===== config.mk =====
export PLATFORM = sky130hd
export DESIGN_NAME = cdb_arbiter
export DESIGN_NICKNAME = d
export VERILOG_FILES = /design/src/rtl/cdb_pkg.sv /design/src/rtl/rr_priority_picker.sv /design/src/rtl/cdb_arbiter.sv
export SDC_FILE = /design/constraint.sdc
export NUM_CORES = 1
export LEC_CHECK = 0
export ABC_AREA = 1
export CORE_ASPECT_RATIO = 2
export CORE_UTILIZATION = 30
export CTS_CLUSTER_DIAMETER = 30
export CTS_CLUSTER_SIZE = 10
export DETAILED_ROUTE_END_ITERATION = 12
export PLACE_DENSITY = 0.6
export SYNTH_ARGS = -nofsm -noshare
export SYNTH_HDL_FRONTEND = slang
export SYNTH_SLANG_ARGS = --single-unit

===== constraint.sdc =====
create_clock -name clk -period 2.5 [get_ports clk]
set_input_delay 0.5 -clock clk [delete_from_list [all_inputs] [get_ports clk]]
set_output_delay 0.5 -clock clk [all_outputs]
set_load 0.01 [all_outputs]

===== src/rtl/cdb_pkg.sv =====
// Shared CDB definitions: default widths, tag type and the broadcast bundle seen by
// producers and listeners.
package cdb_pkg;

  localparam int unsigned CdbDataWidth = 4;
  localparam int unsigned CdbTagWidth  = 4;

  typedef logic [CdbTagWidth-1:0] cdb_tag_t;

  typedef struct packed {
    logic                    valid;
    cdb_tag_t                tag;
    logic [CdbDataWidth-1:0] data;
  } cdb_bcast_t;

  // A single requester still needs a 1-bit pointer.
  function automatic int unsigned ptr_width(int unsigned n);
    return (n > 1) ? $clog2(n) : 1;
  endfunction

endpackage


===== src/rtl/rr_priority_picker.sv =====
// Combinational round-robin picker: first set request at or after ptr, wrapping,
// returned both one-hot and as a binary index.
module rr_priority_picker
  import cdb_pkg::*;
#(
  parameter int unsigned NumReq = 4,
  parameter int unsigned PtrW   = ptr_width(NumReq)
) (
  input  logic [NumReq-1:0] i_req,
  input  logic [PtrW-1:0]   i_ptr,
  output logic [NumReq-1:0] o_grant,
  output logic [PtrW-1:0]   o_idx,
  output logic              o_found
);

  int unsigned w_j;

  always_comb begin
    o_grant = '0;
    o_idx   = '0;
    o_found = 1'b0;
    w_j     = 0;
    for (int k = 0; k < NumReq; k++) begin
      w_j = (32'(i_ptr) + 32'(k)) % NumReq;
      if (!o_found && i_req[w_j]) begin
        o_found       = 1'b1;
        o_grant[w_j]  = 1'b1;
        o_idx         = PtrW'(w_j);
      end
    end
  end

endmodule


===== src/rtl/cdb_arbiter.sv =====
// Round-robin CDB arbiter with a registered single broadcast. Defining
// CDB_ARBITER_PERF_COUNT_EN adds the saturating cdb_busy_count grant counter.
module cdb_arbiter
  import cdb_pkg::*;
#(
  parameter int unsigned NUM_REQ       = 4,
  parameter int unsigned DATA_WIDTH    = CdbDataWidth,
  parameter int unsigned CDB_TAG_WIDTH = CdbTagWidth
) (
  input  logic                          clk,
  input  logic                          rst,
  input  logic [NUM_REQ-1:0]            req,
  input  logic [NUM_REQ*DATA_WIDTH-1:0] req_data,
  input  logic                          cdb_hold,
  output logic [NUM_REQ-1:0]            accepted,
`ifdef CDB_ARBITER_PERF_COUNT_EN
  output logic [15:0]                   cdb_busy_count,
`endif
  output logic                          cdb_valid,
  output logic [CDB_TAG_WIDTH-1:0]      cdb_tag,
  output logic [DATA_WIDTH-1:0]         cdb_data
);

  localparam int unsigned PtrW = ptr_width(NUM_REQ);

  logic [PtrW-1:0]       r_ptr;
  logic [NUM_REQ-1:0]    w_grant;
  logic [PtrW-1:0]       w_idx;
  logic                  w_found;
  logic                  w_fire;
  logic [PtrW-1:0]       w_ptr_nxt;
  logic [DATA_WIDTH-1:0] w_sel_data;

  rr_priority_picker #(
    .NumReq (NUM_REQ),
    .PtrW   (PtrW)
  ) u_picker (
    .i_req   (req),
    .i_ptr   (r_ptr),
    .o_grant (w_grant),
    .o_idx   (w_idx),
    .o_found (w_found)
  );

  // rst gates the grant too, so producers never see an accept they can't complete.
  assign w_fire    = w_found & ~cdb_hold & ~rst;
  assign accepted  = w_fire ? w_grant : '0;
  assign w_ptr_nxt = (w_idx == PtrW'(NUM_REQ - 1)) ? '0 : w_idx + 1'b1;

  always_comb begin
    w_sel_data = '0;
    for (int i = 0; i < NUM_REQ; i++) begin
      if (w_grant[i]) w_sel_data = req_data[i*DATA_WIDTH +: DATA_WIDTH];
    end
  end

  always_ff @(posedge clk or posedge rst) begin
    if (rst) begin
      r_ptr     <= '0;
      cdb_valid <= 1'b0;
      cdb_tag   <= '0;
      cdb_data  <= '0;
    end else begin
      cdb_valid <= w_fire;
      if (w_fire) begin
        r_ptr    <= w_ptr_nxt;
        cdb_tag  <= CDB_TAG_WIDTH'(w_idx);
        cdb_data <= w_sel_data;
      end
    end
  end

`ifdef CDB_ARBITER_PERF_COUNT_EN
  logic [15:0] r_busy_count;

  always_ff @(posedge clk or posedge rst) begin
    if (rst) begin
      r_busy_count <= '0;
    end else if (w_fire && (r_busy_count != 16'hFFFF)) begin
      r_busy_count <= r_busy_count + 16'd1;
    end
  end

  assign cdb_busy_count = r_busy_count;
`endif

endmodule


### Yosys cells after proc, flatten, opt, wreduce, memory -nomap -nowiden

Cells that the tools add are included.

| word-level totals | value |
|---|---|
| flip-flop bits (word level) | 9 |

| cells by class | value |
|---|---|
| $add $sub $neg | 4 |
| bitwise operators | 7 |
| muxes and demuxes | 34 |
| equality and inequality tests | 1 |
| reductions and logical operators | 10 |
| order comparisons | 8 |

Operators by type and width:

| operator | count |
|---|---|
| 4-bit 2-to-1 mux | 9 |
| 2-bit by 3-bit < comparator with 1-bit output (second input constant) | 4 |
| 1-bit 2-to-1 mux | 12 |
| 4-bit bitwise OR | 3 |
| 2-bit 2-to-1 mux | 5 |
| 1-bit binary-select mux with 2-bit select | 4 |
| 1-bit demux with 2-bit select | 4 |
| 2-bit by 1-bit >= comparator with 1-bit output (second input constant) | 4 |
| 1-bit logical AND | 7 |
| 2-bit by 1-bit adder with 2-bit output (second input constant) | 2 |
| 2-bit adder (second input constant) | 2 |
| 1-bit logical NOT | 3 |
| 1-bit AND | 2 |
| 2-bit equality test (second input constant) | 1 |
| 1-bit inverter | 2 |

### Longest topological paths before layout

| logic depth | value |
|---|---|
| depth after elaboration | 16 |
| depth in mapped cells | 15 |
| depth with buffers taken out | 14 |

### By module

Synthesis repeated with hierarchy kept, for this count alone.

| unflattened totals | value |
|---|---|
| cells, all modules | 155 |
| area total of the unflattened synthesis | 1017.2 um2 |

Modules (own cells, without submodules):

| module | seq. area each (um2) | cells each | instances | area each (um2) |
|---|---|---|---|---|
| cdb_arbiter | 225.2 | 81 | 1 | 576.8 |
| rr_priority_picker | 0.0 | 74 | 1 | 440.4 |

### Worst setup path after synthesis

Ideal clock, no wire load.

| path | value |
|---|---|
| path kind | register to output |
| from | reg r_ptr[1] |
| to | out accepted[2] |
| arrival time | 1.753 ns |
| required time | 2.000 ns |
| path buffers | 1 |
| slack | 0.247 ns |
| stages on the path, launching flop included | 13 |
| cell sequence | dfrtp_1 inv_1 ha_1 inv_1 nand2_1 nand2_2 nor2_8 nand3_2 nand2_4 inv_4 buf_6 nand2_1 inv_1 |

| on the way | value |
|---|---|
| longest elaborated chain between the ends | 15 |
| elaborated cells between the ends (all ways) | 51 |
| those cells by class | add/sub: 3; order compare: 8; mux: 25; bitwise: 5; reduce/logical: 10 |

Ends and longest elaborated chain:

| item | line | text |
|---|---|---|
| from (decl) | cdb_arbiter.sv:26 | `logic [PtrW-1:0] r_ptr;` |
| from (signal assigned) | cdb_arbiter.sv:66 | `r_ptr <= w_ptr_nxt;` |
| parallel branches: the longest is 11 deep, another holds 2-bit by 1-bit adder with 2-bit output | -- |  |
| 1-bit 2-to-1 mux * | rr_priority_picker.sv:25 | `if (!o_found && i_req[w_j]) begin` |
| 1-bit AND * (2 in a row) | cdb_arbiter.sv:46 | `assign w_fire = w_found & ~cdb_hold & ~rst;` |
| via w_fire | cdb_arbiter.sv:30 | `logic w_fire;` |
| 4-bit 2-to-1 mux * | cdb_arbiter.sv:47 | `assign accepted = w_fire ? w_grant : '0;` |
| to (decl) | cdb_arbiter.sv:15 | `output logic [NUM_REQ-1:0] accepted,` |

Mark *: on every way through the listed nets, which the timed path passes. The select of a mux whose other input is x is not followed.

### Worst setup path after layout

| path | value |
|---|---|
| from | reg r_ptr[1] |
| to | out accepted[3] |

| on the way | value |
|---|---|
| longest elaborated chain between the ends | 15 |
| elaborated cells between the ends (all ways) | 51 |
| those cells by class | add/sub: 3; order compare: 8; mux: 25; bitwise: 5; reduce/logical: 10 |

Ends and longest elaborated chain:

| item | line |
|---|---|
| parallel branches: the longest is 14 deep, another holds 2-bit by 3-bit < comparator with 1-bit output | -- |
| 4-bit 2-to-1 mux * | cdb_arbiter.sv:47 |

Every way passes the cells marked *. The select of a mux whose other input is x is not followed.

==> flow_summary.yaml <==
floorplanning:
  initial_core_util: 0.314
  dieArea_sq_um: 3800
  row_count: 30
  boundaryPins: 36
  die_w_microns: 44.1
  core_sq_um: 3380
  die_h_microns: 86.2
global_route:
  grt_max_degree: 11
  grt_pass1_wl_mm: 4.92
  grt_overflow_total: 0
  antenna_found_initial: 0
  grt_usage: 0.167
  first_global_vias: 1200
cells_and_area:
  multiInputGateArea_sq_um: 790
  regArea_sq_um: 225
  final_cells: 254
  layout.nets: 253
  final_common_cell: "nand2_1"
  num_antenna_cells: 0
  final_cell_area_sq_um: 1690
  layout-drive-gt1-share: 0.306
  final_cell_mix: "nand2_1, clkdlybuf4s50_1, inv_1, buf_4, nand2_2"
  fillCellCount: 340
  areaGrowthSynthToFinish_pct: 59.4
flow_run:
  cap_violations: 0
min_path:
  worstHoldStart: "cdb_tag[0]"
  hp-class: "reg2reg"
timing:
  fin_crit_sh: 0.940
  fin_worst_skew_ns: 0.00275
  max_freq_mhz: 425
  slew_viol_final: 0
  holdWs_ns: 0.492
  rsz0062_at_grt: "no"
  hold_viol: 0
  period_needed_ns: 2.35
  setup_viol: 0
clock_network:
  holdBufCountCts: 0
  cts.sinks: 9
  clkLatencyLatePin_ns: 0.23
  htreeDepth: 1
  cts_buffer_depth: 2
  clkSlewWorstSetupHoldPaths_ns: 0.04
  cts_tree: "yes"
  cts.root.buffer_cell: "clkbuf_8"
  cts_made_buffers: 3
setup_path:
  cp.required_ns: 2.00
  cp-end-kind: "output port"
  arrival_ns: 1.85
  startpoint_type: "flip-flop"
  worstPathMaxFanout: 5
  r2r-start: "r_ptr[1]"
  crit_type: "reg2out"
  cp-startpoint: "r_ptr[1]"
routing:
  drcViolationCount: 2
  avgViaCountPerCell: 4.73
  drtPass1Iterations: 10
  drt-initial-drc-count: 26
  drtAntennaViolNets: 0
  vias: 1201
  wl_mm: 2.91
  wire_per_inst_microns: 11.5
synth:
  synth_cell_type_count: 27
  syn-instance-count: 166
  yosys_warnings: 0
  ys_seq_area_frac: 0.212
  ys_seq_elements: 9
  synth_area_sq_um: 1060
  syn_area_per_cell_sq_um: 6.40
place:
  hpwlAfterDp_mm: 2.46
  placed_cells: 249
  portBuffers: 33
  dpl_cell_area_sq_um: 1560
  gp_congestion: 0.898
outcome:
  violations: "DRC"
  outcome: "complete, but fails checks"
power:
  power-per-cell-area_nw_per_um2: 1390
  leakagePower_nw: 0.931
  peakVddDrop_mv: 0.657
through the flow:
step	setup slack, ns	util	TNS [ns]	power (mW)
3_5_place_dp	-0.380	0.461	-1.46	2.00
5_1_grt	0.0203	0.501	0	2.59
2_1_floorplan	0.247	-	0	1.34
6_report	0.149	0.501	0	2.36
3_3_place_gp	-0.364	0.461	-1.42	1.98
4_1_cts	0.00125	0.487	0	2.27
path summary, 6_finish.rpt:
kind,endpoint,slack (ns),cells past startpoint
worst max-delay path,accepted[3],0.15,13
worst min-delay path,cdb_tag[0],0.49,1
worst max register to register,r_ptr[1],0.53,15
worst min register to register,cdb_tag[0],0.49,1
max in group asynchronous,cdb_valid,1.69,2
min in group asynchronous,cdb_data[1],0.56,2
layout make-up:
cell class                      count  area share
Tap cell                           32      0.0237
Inverter                           27      0.0658
Multi-Input combinational cell    127       0.466
Timing Repair Buffer               55       0.285
Clock buffer                        4      0.0266
Sequential cell                     9       0.133
worst max-delay path, stage by stage (launching register included):
cell and delay (ns):
dfrtp_1 0.39, inv_1 0.12, ha_4 0.22, inv_1 0.09
nand3_1 0.10, nand2_2 0.13, nor2_4 0.07, nand2_1 0.05
nand2_1 0.06, nor2_2 0.12, nand2_2 0.07, nand2_1 0.06
inv_1 0.03, buf_2 0.12
kinds of logic (layout without fill, tap and decap cells):
kind of cell    Yosys count  count (layout)  share of synthesized area
compound gates           17              17                     0.0907
xor+xnor                  1               1                    0.00825
fa+ha+maj                 7               7                     0.0824
buf+inv                  31              86                      0.138
flops                     9               9                      0.212
other cells               1               2                    0.00353
simple gates            100             100                      0.465
metal layers:
layer	global-route usage	routed length (microns)
met5	0	0
met4	0.0634	74
met3	0.00632	83
met2	0.342	1770
met1	0.159	982
Yosys cell counts (all sizes together):
library cell | number | share of area
nand2 | 67 | 0.27
inv | 27 | 0.10
nand3 | 20 | 0.11
a21oi | 11 | 0.055
dfrtp | 9 | 0.21
nor2 | 9 | 0.057
ha | 7 | 0.082
buf | 4 | 0.035
nand4 | 4 | 0.024
o21ai | 3 | 0.014
a21boi | 1 | 0.0071
conb | 1 | 0.0035
o211ai | 1 | 0.0071
o21a | 1 | 0.0071
xor2 | 1 | 0.0082
what timing repair did:
action                                 4_1_cts  5_1_grt
pin swaps                                   11       10
gates resized for setup                     23       20
endpoints found under the hold margin        0        0
setup endpoints to repair                    4        4
setup buffers                                1        0
report_power, final:
group / switching, mW / total, mW / internal [mW]
Combinational: 1.11 / 1.94 / 0.832
Clock: 0.0540 / 0.165 / 0.111
Sequential: 0.0387 / 0.251 / 0.212
Total: 1.20 / 2.36 / 1.15
Note: power is estimated with default switching activity, not from simulation.
